[src/rtl/spi_register_file_pkg.sv]
// Shared types and helpers for the SPI-addressed register bank.
// Registers are at most 4 bytes, so helpers work on a fixed 32-bit container.
package spi_register_file_pkg;

    localparam int MAX_REG_W = 32;

    typedef enum logic [1:0] {
        ST_IDLE,
        ST_ACTIVE,
        ST_IGNORE
    } state_e;

    function automatic logic addr_in_range(input logic [7:0] opcode, input int base, input int n);
        return (int'(opcode) >= base) && (int'(opcode) < base + n);
    endfunction

    // Byte sent at transfer position idx, MSB first; positions past the register read as zero.
    function automatic logic [7:0] byte_slice(input logic [MAX_REG_W-1:0] value, input int idx,
                                              input int nbytes);
        logic [MAX_REG_W-1:0] shifted;
        if (idx >= nbytes) return 8'h00;
        shifted = value >> (8 * (nbytes - 1 - idx));
        return shifted[7:0];
    endfunction

endpackage

[src/rtl/spi_edge_detect.sv]
// One-flop edge detector: compares the live level against its value one cycle earlier.
module spi_edge_detect (
    input  logic clock_in,
    input  logic reset_in,
    input  logic level_in,
    output logic rise_out,
    output logic fall_out
);

    logic level_q;

    always_ff @(posedge clock_in or posedge reset_in) begin
        if (reset_in) begin
            level_q <= 1'b0;
        end else begin
            level_q <= level_in;
        end
    end

    assign rise_out = level_in & ~level_q;
    assign fall_out = ~level_in & level_q;

endmodule

[src/rtl/spi_register_file.sv]
// Bank of NUM_REGS multi-byte registers answering SPI opcodes BASE_ADDRESS..BASE_ADDRESS+NUM_REGS-1.
// Reads come from a snapshot taken at opcode receipt; writes commit atomically when chip-select drops.
module spi_register_file
    import spi_register_file_pkg::*;
#(
    parameter int                            BASE_ADDRESS  = 'hD0,
    parameter int                            NUM_REGS      = 4,
    parameter int                            REG_BYTES     = 2,
    parameter logic [NUM_REGS-1:0]           WRITABLE_MASK = '1,
    parameter logic [NUM_REGS*REG_BYTES*8-1:0] RESET_VALUES = '0
) (
    input  logic                              clock_in,
    input  logic                              reset_in,
    input  logic [7:0]                        opcode_in,
    input  logic                              opcode_valid_in,
    input  logic [7:0]                        operand_in,
    input  logic                              operand_valid_in,
    input  logic [NUM_REGS*REG_BYTES*8-1:0]   hw_value_in,
    output logic [7:0]                        response_out,
    output logic                              response_valid_out,
    output logic [NUM_REGS*REG_BYTES*8-1:0]   regs_out,
    output logic [NUM_REGS-1:0]               write_strobe_out
);

    localparam int REG_W   = REG_BYTES * 8;
    localparam int TOTAL_W = NUM_REGS * REG_W;
    localparam int IDX_W   = $clog2(REG_BYTES + 1);
    localparam int SEL_W   = (NUM_REGS > 1) ? $clog2(NUM_REGS) : 1;

    logic opc_rise, opc_fall, opd_rise, opd_fall_unused;

    spi_edge_detect u_opcode_edge (
        .clock_in (clock_in),
        .reset_in (reset_in),
        .level_in (opcode_valid_in),
        .rise_out (opc_rise),
        .fall_out (opc_fall)
    );

    spi_edge_detect u_operand_edge (
        .clock_in (clock_in),
        .reset_in (reset_in),
        .level_in (operand_valid_in),
        .rise_out (opd_rise),
        .fall_out (opd_fall_unused)
    );

    state_e             state_q;
    logic [SEL_W-1:0]   sel_q;
    logic [IDX_W-1:0]   index_q, index_d;
    logic [REG_W-1:0]   snapshot_q, shadow_q, shadow_d, entry_value;
    logic [TOTAL_W-1:0] regs_q;
    logic [7:0]         response_q;
    logic               response_valid_q;
    logic [NUM_REGS-1:0] strobe_q;
    logic [SEL_W-1:0]   opc_sel;
    logic               commit_ok;

    assign opc_sel = SEL_W'(opcode_in - 8'(BASE_ADDRESS));

    always_comb begin
        entry_value = WRITABLE_MASK[opc_sel] ? regs_q[int'(opc_sel)*REG_W +: REG_W]
                                             : hw_value_in[int'(opc_sel)*REG_W +: REG_W];
    end

    // The byte arriving with this cycle's operand rise is folded in before any commit check,
    // so a final byte coinciding with chip-select release still completes the write.
    always_comb begin
        index_d  = index_q;
        shadow_d = shadow_q;
        if (opd_rise && int'(index_q) < REG_BYTES) begin
            index_d = index_q + IDX_W'(1);
            for (int b = 0; b < REG_BYTES; b++) begin
                if (int'(index_q) == b) shadow_d[8*(REG_BYTES-1-b) +: 8] = operand_in;
            end
        end
    end

    assign commit_ok = (index_d == IDX_W'(REG_BYTES)) && WRITABLE_MASK[sel_q];

    always_ff @(posedge clock_in or posedge reset_in) begin
        if (reset_in) begin
            state_q          <= ST_IDLE;
            sel_q            <= '0;
            index_q          <= '0;
            snapshot_q       <= '0;
            shadow_q         <= '0;
            // NOTE: the register bank is plain flops, not a RAM, so it can take its reset image directly.
            regs_q           <= RESET_VALUES;
            response_q       <= 8'h00;
            response_valid_q <= 1'b0;
            strobe_q         <= '0;
        end else begin
            // NOTE: default-then-override keeps the strobe a single-cycle pulse without extra state.
            strobe_q <= '0;
            case (state_q)
                ST_IDLE: begin
                    if (opc_rise) begin
                        if (addr_in_range(opcode_in, BASE_ADDRESS, NUM_REGS)) begin
                            state_q          <= ST_ACTIVE;
                            sel_q            <= opc_sel;
                            index_q          <= '0;
                            shadow_q         <= '0;
                            snapshot_q       <= entry_value;
                            response_valid_q <= 1'b1;
                            response_q       <= byte_slice(MAX_REG_W'(entry_value), 0, REG_BYTES);
                        end else begin
                            state_q <= ST_IGNORE;
                        end
                    end
                end
                ST_ACTIVE: begin
                    index_q    <= index_d;
                    shadow_q   <= shadow_d;
                    response_q <= byte_slice(MAX_REG_W'(snapshot_q), int'(index_d), REG_BYTES);
                    if (opc_fall) begin
                        state_q          <= ST_IDLE;
                        index_q          <= '0;
                        response_valid_q <= 1'b0;
                        response_q       <= 8'h00;
                        if (commit_ok) begin
                            regs_q[int'(sel_q)*REG_W +: REG_W] <= shadow_d;
                            strobe_q[sel_q]                    <= 1'b1;
                        end
                    end
                end
                ST_IGNORE: begin
                    if (opc_fall) state_q <= ST_IDLE;
                end
                default: state_q <= ST_IDLE;
            endcase
        end
    end

    // Read-only slices are never written, but are masked so downstream logic sees zero there.
    always_comb begin
        regs_out = '0;
        for (int i = 0; i < NUM_REGS; i++) begin
            regs_out[i*REG_W +: REG_W] = WRITABLE_MASK[i] ? regs_q[i*REG_W +: REG_W] : '0;
        end
    end

    assign response_out       = response_q;
    assign response_valid_out = response_valid_q;
    assign write_strobe_out   = strobe_q;

endmodule

[config.mk]
export PLATFORM = sky130hd
export DESIGN_NAME = spi_register_file
export DESIGN_NICKNAME = d
export VERILOG_FILES = /design/src/rtl/spi_register_file_pkg.sv /design/src/rtl/spi_edge_detect.sv /design/src/rtl/spi_register_file.sv
export SDC_FILE = /design/constraint.sdc
export NUM_CORES = 1
export LEC_CHECK = 0
export CAP_MARGIN = 20
export CORE_ASPECT_RATIO = 0.75
export CORE_MARGIN = 8
export CORE_UTILIZATION = 51
export DETAILED_ROUTE_END_ITERATION = 8
export MAX_ROUTING_LAYER = met4
export PLACE_DENSITY = 0.92
export SYNTH_ARGS = -nofsm -noshare
export SYNTH_HDL_FRONTEND = slang
export SYNTH_SLANG_ARGS = --single-unit
[constraint.sdc]
create_clock -name clock_in -period 9.4 [get_ports clock_in]
set_clock_uncertainty 0.2 [all_clocks]
set_input_delay 2.35 -clock clock_in [delete_from_list [all_inputs] [get_ports clock_in]]
set_output_delay 2.35 -clock clock_in [all_outputs]
set_load 0.02 [all_outputs]
==> results.md <==
- Outcome: completed
- Worst Tran Pin Value: 0.952 ns
- Cell Area, Synth: 5370 µm²
- Die X: 135 µm
- DRC viols: 0
- Final Hold Vio Count: 0
- FFs w/ async S/R, synth: 100%
- Initial Util: 52.2%
- Core Region: 10300 µm²
- Clock buffer depth: 2
- GRT Overall Usage: 24.1%
- Setup TNS: 0 ns
- Number of global-route vias before repair: 4433
- CTS tree: done
- Hold_sp: shadow_q[13]
- Max frequency: 211 MHz
- Syn nets: 495
- Crit end category: register
- Static leakage: 3.04 nW
- Syn_area_per_cell: 13.4 µm²
- Levels on crit path: 4
- Unrepaired setup endpoints after global routing: false
- Reg-to-Reg End: regs_out[21]
- Crit-path max FO: 16
- Most used DFF post-synth: dfrtp_1
- Normalized max-slew margin: 36.3%
- IO buf count: 96
- Pre-antenna DRT Iters: 5
- Mapped Cells: 402
- Hold Crit Depth: 2
- # IOs: 161
- Synth area leader: dfrtp_1
- Slowest CP cell: nand3_1
- Std cell rows: 32
- H-tree Lvls: 4
- Vias: 4163
- Worst reg-to-reg setup slack: 6.24 ns
- Setup bufs post-CTS: 0
- Synth top area share: 54.5%
- Most numerous cell in the Yosys netlist: dfrtp_1
- FF+latch count, synth: 117
- Worst Path Arrival: 4.84 ns
- Initial antenna violation count: 1
- Layout cells sized above 1: 18.6%
- Worst-Skew Late Latency: 0.42 ns
- Largest net degree at the start of global routing: 60
- HP Class: reg -> reg
- Critical path's largest stage delay: 0.79 ns
- Cells on worst reg2reg path: 6
- Clk sinks: 117
- Die area: 14100 µm²
- Worst VDD drop: 146 µV
- Post-synth top cells: dfrtp_1, o2bb2ai_1, mux2_2
- Worst setup path class: in -> reg
- CTS root buf: clkbuf_16
- First-pass GRT wire length: 25.6 mm
- Initial DRC count: 509
- Area contributors post-synth: dfrtp_1, o2bb2ai_1, mux2_2
- Setup violators final: 0
- # hold bufs at CTS: 0
- Grt ovf: 0
- Required @ worst endpoint: 9.50 ns
- HPWL Detailed: 10.3 mm
- Hold Path End: shadow_q[13]
- Max cap viols: 0
- Synth warn: 0
- Distinct cells, synth: 45
- CP cell instances: clkdlybuf4s50_1, nor3_2, nand3_1, o2bb2ai_1
- CTS Buf Count: 17
- Post-layout minimum cycle time: 4.74 ns
- Final Max Tran Viols: 0
- Drt total wl: 16.1 mm
- Die H: 105 µm
- WL/cell: 24.9 µm
- Final core utilization: 68.3%
- Tcrit/Tclk final: 50.4%
- CP bufs+invs: 1
- P&R area growth vs syn: 30.8%
- Layout Nets: 591
- RD Place Congestion: 0.905
- Pwr Density: 181 nW/µm²
- Startpoint type of the worst setup path: primary input
- Post-synthesis sequential area ratio: 54.5%
- R2R Path Start: state_q[1]
- # resized after CTS: 0
- Average via count per standard cell: 6.42
- Post-route ant nets: 0
- Clock-pin slew on the worst setup and hold paths: 0.05 ns
- EDFF count, synth: 0
- Delay-heaviest family, CP: simple AND/OR/NAND/NOR gates
state kept, by name, summed over array words and instances, names as in the netlist:
register,count
response_out,8
state_q,2
sel_q,2
regs_out,64
response_valid_out,1
u_operand_edge.level_q,1
write_strobe_out,4
index_q,2
shadow_q,16
u_opcode_edge.level_q,1
snapshot_q,16
worst max path at each step:
stage,startpoint,endpoint
final,opcode_valid_in,regs_out[21]
after global routing,opcode_valid_in,regs_out[21]
after CTS,opcode_valid_in,regs_out[21]
after detailed placement,opcode_valid_in,regs_out[54]
after global placement,opcode_valid_in,regs_out[50]
after floorplan,reset_in,index_q[0]
where the power goes:
part / switching [mW] / internal, mW / leakage, nW
clock network: 0.229 / 0.450 / 0.302
logic: 0.0534 / 0.0274 / 1.12
registers: 0.00373 / 0.508 / 1.62
cell families after synthesis:
family          share of synthesized area [%]
compound gates                           14.2
xor+xnor                                0.303
fa+ha+maj                                2.10
buf+inv                                  3.84
flops                                    54.5
mux                                      18.3
simple gates                             6.82
cells in the final DEF (no fill, tap or decap), types with 3 or more instances in the layout:
cell type / n
a22oi_1: 8
buf_4: 5
bufinv_16: 3
clkbuf_16: 17
clkbuf_8: 5
clkdlybuf4s50_1: 96
clkinv_2: 3
dfrtp_1: 117
ha_1: 9
inv_1: 12
mux2_2: 32
mux2i_1: 24
mux4_2: 16
nand2_1: 23
nand3_1: 6
nor2_1: 19
nor2b_1: 3
o21ai_0: 7
o21ai_1: 6
o2bb2ai_1: 48
o31ai_1: 18
stage by stage:
| step | area (µm²) | power (mW) | std cells | hold slack, ns | setup WS, ns |
|---|---|---|---|---|---|
| after floorplan | 5370 | 0.574 | 402 | 0.247 | 3.75 |
| after global placement | 6400 | 0.595 | 615 | 0.259 | 4.46 |
| after detailed placement | 6400 | 0.600 | 615 | 0.266 | 4.35 |
| after CTS | 7030 | 1.27 | 647 | 0.285 | 4.70 |
| after global routing | 7030 | 1.30 | 648 | 0.320 | 4.58 |
| final | 7030 | 1.27 | 648 | 0.285 | 4.66 |
worst register-to-register path, cell delays in order (launching register included):
cell       delay [ns]
dfrtp_1          0.39
inv_1            0.08
ha_1             0.29
inv_2            0.23
nor3_2           0.56
nand3_1          0.79
o2bb2ai_1        0.49
metal layers:
| layer | vias up | wire length, µm | track usage (%) |
|---|---|---|---|
| li1 | 1712 | - | - |
| met1 | 2118 | 6640 | 30.7 |
| met2 | 289 | 7500 | 35.8 |
| met3 | 44 | 1560 | 7.46 |
| met4 | 0 | 410 | 8.63 |
| met5 | - | 0 | - |
area by class of cell:
type / count / area [µm²]
clock inverter: 8 / 120
antenna: 1 / 2.50
tap: 136 / 170
sequential: 117 / 2930
clock buffer: 24 / 502
timing repair buffer: 101 / 998
inverter: 14 / 55.1
multi-input combinational: 247 / 2250
fill: 667 / 3260
Note: power is estimated with default switching activity, not from simulation.
==> patch 1 (config.mk and constraints unchanged) <==
Encoding of `state_e`: now one-hot (3 bits for 3 states).
--- a/src/rtl/spi_register_file_pkg.sv
+++ b/src/rtl/spi_register_file_pkg.sv
@@ -6,6 +6,6 @@
 
-    typedef enum logic [1:0] {
-        ST_IDLE,
-        ST_ACTIVE,
-        ST_IGNORE
+    typedef enum logic [2:0] {
+        ST_IDLE   = 3'b001,
+        ST_ACTIVE = 3'b010,
+        ST_IGNORE = 3'b100
     } state_e;
Formal check against the unedited RTL: same outputs for any inputs over 4 cycles, from zero or initial values and one cycle with reset_in high; so few cycles prove little.
==> patch 1 against the original RTL <==
  * Hold slack worse by 9.6 ps
  * Core utilization shrank 0.35 points
  * Highest routed layer unchanged
  * Synthesized area is 2.6% lower
  * Power fell by 2.8%
  * Critical path type unchanged
  * Wire length fell by 3.9%
  * Sequential cell count rose by 1
  * Cell area shrank 2.1%
  * Setup slack lost 210 ps
==> patch 1: results (changes against the original RTL) <==
met2RoutedLength_mm: 7.36  # -2.0%
clock_buffers: 21  # -13%
finalHoldWorstSlack_ps: 275  # -9.57 ps
inv_count: 9  # -5
yosys-top-cells-count: "sky130_fd_sc_hd__dfrtp_1 (117), sky130_fd_sc_hd__nand2_1 (76), sky130_fd_sc_hd__o2bb2ai_1 (54), sky130_fd_sc_hd__o21ai_0 (34), sky130_fd_sc_hd__mux2i_1 (24)"
wl_met1_mm: 6.23  # -6.3%
power_frac_comb_pct: 5.6  # -0.8 points
use_met1_pct: 30.4  # -0.29 points
power_report.internal_total_mw: 0.956  # -3.0%
synth_area_per_cell_um2: 12.2  # -8.7%
number_of_antenna_violations_at_the_first_check_in_global_routing: 0  # -1
run_status: "finished clean"
top_cells_by_area_synth: "sky130_fd_sc_hd__dfrtp_1 (56%), sky130_fd_sc_hd__o2bb2ai_1 (9.0%), sky130_fd_sc_hd__mux4_2 (6.9%)"
numSequentialCells: 118  # +0.85%
post_route_cells_drive_above_1_share_pct: 12.9  # -5.7 points
endpoint_arrival_time_on_the_critical_path_ps: 5050  # +210 ps
grt_pass1_wl_mm: 25.1  # -1.9%
grt_util_met3_pct: 6.76  # -0.71 points
crit_end: "response_out[2]"
dpl.cell_count: 638  # +3.7%
max-vdd-ir-drop_mv: 0.119  # -18%
critPathLaunch: "opcode_in[5]"
place_area_mm2: 0.00628  # -1.9%
worst_path_max_delay_cell: "sky130_fd_sc_hd__or4_1"
avgViaCountPerCell: 6.35  # -1.1%
buffer_area_share_pct: 14.5  # +0.30 points
distinct_cell_type_count_of_the_synthesized_netlist: 44  # -2.2%
power_frac_seq_pct: 42.3  # +2.1 points
power_leakage_nw: 2.96  # -2.8%
reg2reg_depth: 5  # -1
slew-limit-headroom_pct: 30.3  # -6.1 points
grt_usage_pct: 23.8  # -0.31 points
worstHoldStart: "snapshot_q[14]"
multiInputCombCellCount: 275  # +11%
finalNonFillerCells: 671  # +3.5%
grt_pass1_vias: 4485  # +1.2%
drt-initial-drc-count: 444  # -13%
insertedDiodeCount: 0  # -1
multiInputGateArea_mm2: 0.00213  # -5.4%
fmax_mhz: 202  # -4.2%
rrSetupSlack_ps: 6040  # -200 ps
final_nets: 613  # +3.7%
wl_met3_mm: 1.48  # -5.3%
synth_fp_nets: 520  # +5.1%
wire_per_inst_um: 23.1  # -7.1%
globalRouteMet2Util_pct: 35.2  # -0.57 points
gp_routability_congestion: 0.849  # -6.2%
hold-path-endpoint: "snapshot_q[14]"
final-clk-cell-share_pct: 8.63  # -0.21 points
seq_area_share_pct: 42.9  # +1.3 points
r2r_end: "regs_out[36]"
crit_path_max_incr_delay_ps: 880  # +90 ps
worst_path_fanout_max: 24  # +8
postCtsSetupBuffers: 0  # unchanged
power_per_cell_area_mw_per_mm2: 179  # -0.79%
[patch 1: cell types whose count changed after synthesis, moves of 7 or more]
cell | unedited run | this run
sky130_fd_sc_hd__nand2_1 | 23 | 76
sky130_fd_sc_hd__o31ai_1 | 18 | 0
sky130_fd_sc_hd__nor2_1 | 19 | 6
sky130_fd_sc_hd__o2bb2ai_2 | 0 | 10
sky130_fd_sc_hd__o21ai_0 | 7 | 34
sky130_fd_sc_hd__mux2_2 | 32 | 0
sky130_fd_sc_hd__clkbuf_1 | 5 | 17
sky130_fd_sc_hd__a22oi_1 | 8 | 1
[patch 1: cells by family (layout without fill, tap and decap cells)]
group	Yosys count	after routing	synth area share [%]
muxes	40	40	11.5
adders and majority gates	7	7	1.67
buffers and inverters	36	142	2.99
and+or+nand+nor	112	112	9.85
DFF	118	118	56.4
xor gates and xnor gates	2	2	0.335
AOI/OAI and AO/OA	114	114	17.3
==> patch 2 (same flow settings) <==
Without the edit above. `NUM_REGS`: 4 -> 8.
--- a/src/rtl/spi_register_file.sv
+++ b/src/rtl/spi_register_file.sv
@@ -6,3 +6,3 @@
     parameter int                            BASE_ADDRESS  = 'hD0,
-    parameter int                            NUM_REGS      = 4,
+    parameter int                            NUM_REGS      = 8,
     parameter int                            REG_BYTES     = 2,
Interface: changed (resized hw_value_in, regs_out and write_strobe_out); port bits go from 161 to 293. No check against the original RTL was run, so the function may have changed too.
==> patch 2 against the original RTL <==
  * Wire length grew 62%
  * Cell area rose by 61%
  * Synthesized area increased by 65%
  * Sequential share of layout area fell by 0.49 points
  * Critical path depth is 2 higher
  * Sequential cell count is 69 higher
  * Setup slack got worse by 170 ps
  * Final cell count grew 64%
  * Power rose by 34%
  * Largest cell class unchanged
==> patch 2: results (changes against the original RTL) <==
run_status: "finished clean"
slew-limit-headroom_pct: 26.5  # -9.8 points
r2r_end: "regs_out[84]"
grt_usage_pct: 24.7  # +0.52 points
pin_count_of_the_biggest_net_entering_global_routing: 74  # +23%
gp_routability_congestion: 0.827  # -8.6%
grt_pass1_wl_mm: 39.5  # +54%
post_route_cells_drive_above_1_share_pct: 22.0  # +3.4 points
wire_per_inst_um: 24.5  # -1.5%
dpl.cell_count: 1034  # +68%
num_vias: 6367  # +53%
drt-initial-drc-count: 583  # +15%
hold-path-endpoint: "shadow_q[12]"
filler_cell_count: 1179  # +77%
timing.rr.start: "sel_q[0]"
place_area_mm2: 0.0107  # +67%
synth.yosys.seq_area_share_pct: 52.4  # -2.1 points
rrSetupSlack_ps: 6180  # -60 ps
numPortBuffers: 164  # +71%
number_of_antenna_violations_at_the_first_check_in_global_routing: 0  # -1
synth_fp_nets: 838  # +69%
cts.reportedPaths.clkPinSlew_ps: 70  # +20 ps
power_leakage_nw: 5.24  # +72%
yosys-top-cells-count: "sky130_fd_sc_hd__dfrtp_1 (186), sky130_fd_sc_hd__mux2i_1 (72), sky130_fd_sc_hd__mux2_2 (64), sky130_fd_sc_hd__nor2_1 (54), sky130_fd_sc_hd__nand2_1 (49)"
insertedDiodeCount: 0  # -1
grt_pass1_vias: 6677  # +51%
finalNonFillerCells: 1065  # +64%
worst_path_fanout_max: 10  # -6
endpoint_arrival_time_on_the_critical_path_ps: 5030  # +190 ps
final_hpwl_dp_mm: 17.5  # +70%
[patch 2: cell types whose count changed in the layout (fill, tap and decap cells not counted), sizes merged, moves of 16 or more]
cell / change
o2bb2ai: -48
mux2: +65
nor2: +35
mux2i: +48
clkdlybuf4s50: +67
mux4: +16
inv: +30
o21ai: +25
dfrtp: +69
o31ai: -18
nand2: +25
[patch 2: report_power, final]
part / switching (mW) / internal [mW] / leakage [nW]
combinational: 0.101 / 0.0634 / 2.56
clock: 0.311 / 0.402 / 0.273
sequential: 0.0153 / 0.816 / 2.41
total: 0.427 / 1.28 / 5.24
[patch 2: cells by family after synthesis]
| family | share of synthesized area [%] |
|---|---|
| adders and majority gates | 1.41 |
| DFF | 52.4 |
| and+or+nand+nor | 7.80 |
| AOI/OAI and AO/OA | 3.94 |
| muxes | 30.0 |
| buffers and inverters | 4.32 |
| xor gates and xnor gates | 0.0986 |
[patch 2: area by class of cell]
class,count,area share [%]
Clock buffer,19,4.01
Clock inverter,11,1.08
Inverter,43,1.47
Multi-Input combinational cell,413,34.3
Sequential cell,186,41.2
Tap cell,215,2.38
Timing Repair Buffer,178,15.6
[patch 2: stage by stage]
stage | hold slack [ps] | worst slack, ps | utilization [%]
after floorplan | 249 | 1790 | -
final | 284 | 4490 | 66.8
after global routing | 296 | 4470 | 66.8
after global placement | 261 | 4150 | 63.2
after detailed placement | 270 | 4130 | 63.2
after CTS | 285 | 4560 | 66.6
[patch 2: critical path: stages]
cell and delay, ps:
sky130_fd_sc_hd__clkdlybuf4s50_1 530, sky130_fd_sc_hd__nor3b_2 340, sky130_fd_sc_hd__a31o_2 360, sky130_fd_sc_hd__and4b_1 760, sky130_fd_sc_hd__buf_4 360, sky130_fd_sc_hd__mux2_4 320
[patch 2: routing by layer]
layer	global-route usage, %	routed length [um]	vias to the layer above
met4	5.86	391	0
met2	37.3	12100	316
met5	-	0	-
li1	-	-	2730
met1	31.2	11000	3276
met3	9.32	2570	45
[patch 2: worst max path at each step]
stage	startpoint	end	slack (ps)
floorplan	reset_in	index_q[0]	1790
global placement	operand_valid_in	regs_out[86]	4150
detailed placement	operand_valid_in	regs_out[97]	4130
CTS	operand_valid_in	regs_out[100]	4560
global route	operand_valid_in	regs_out[87]	4470
finish	operand_valid_in	regs_out[84]	4490
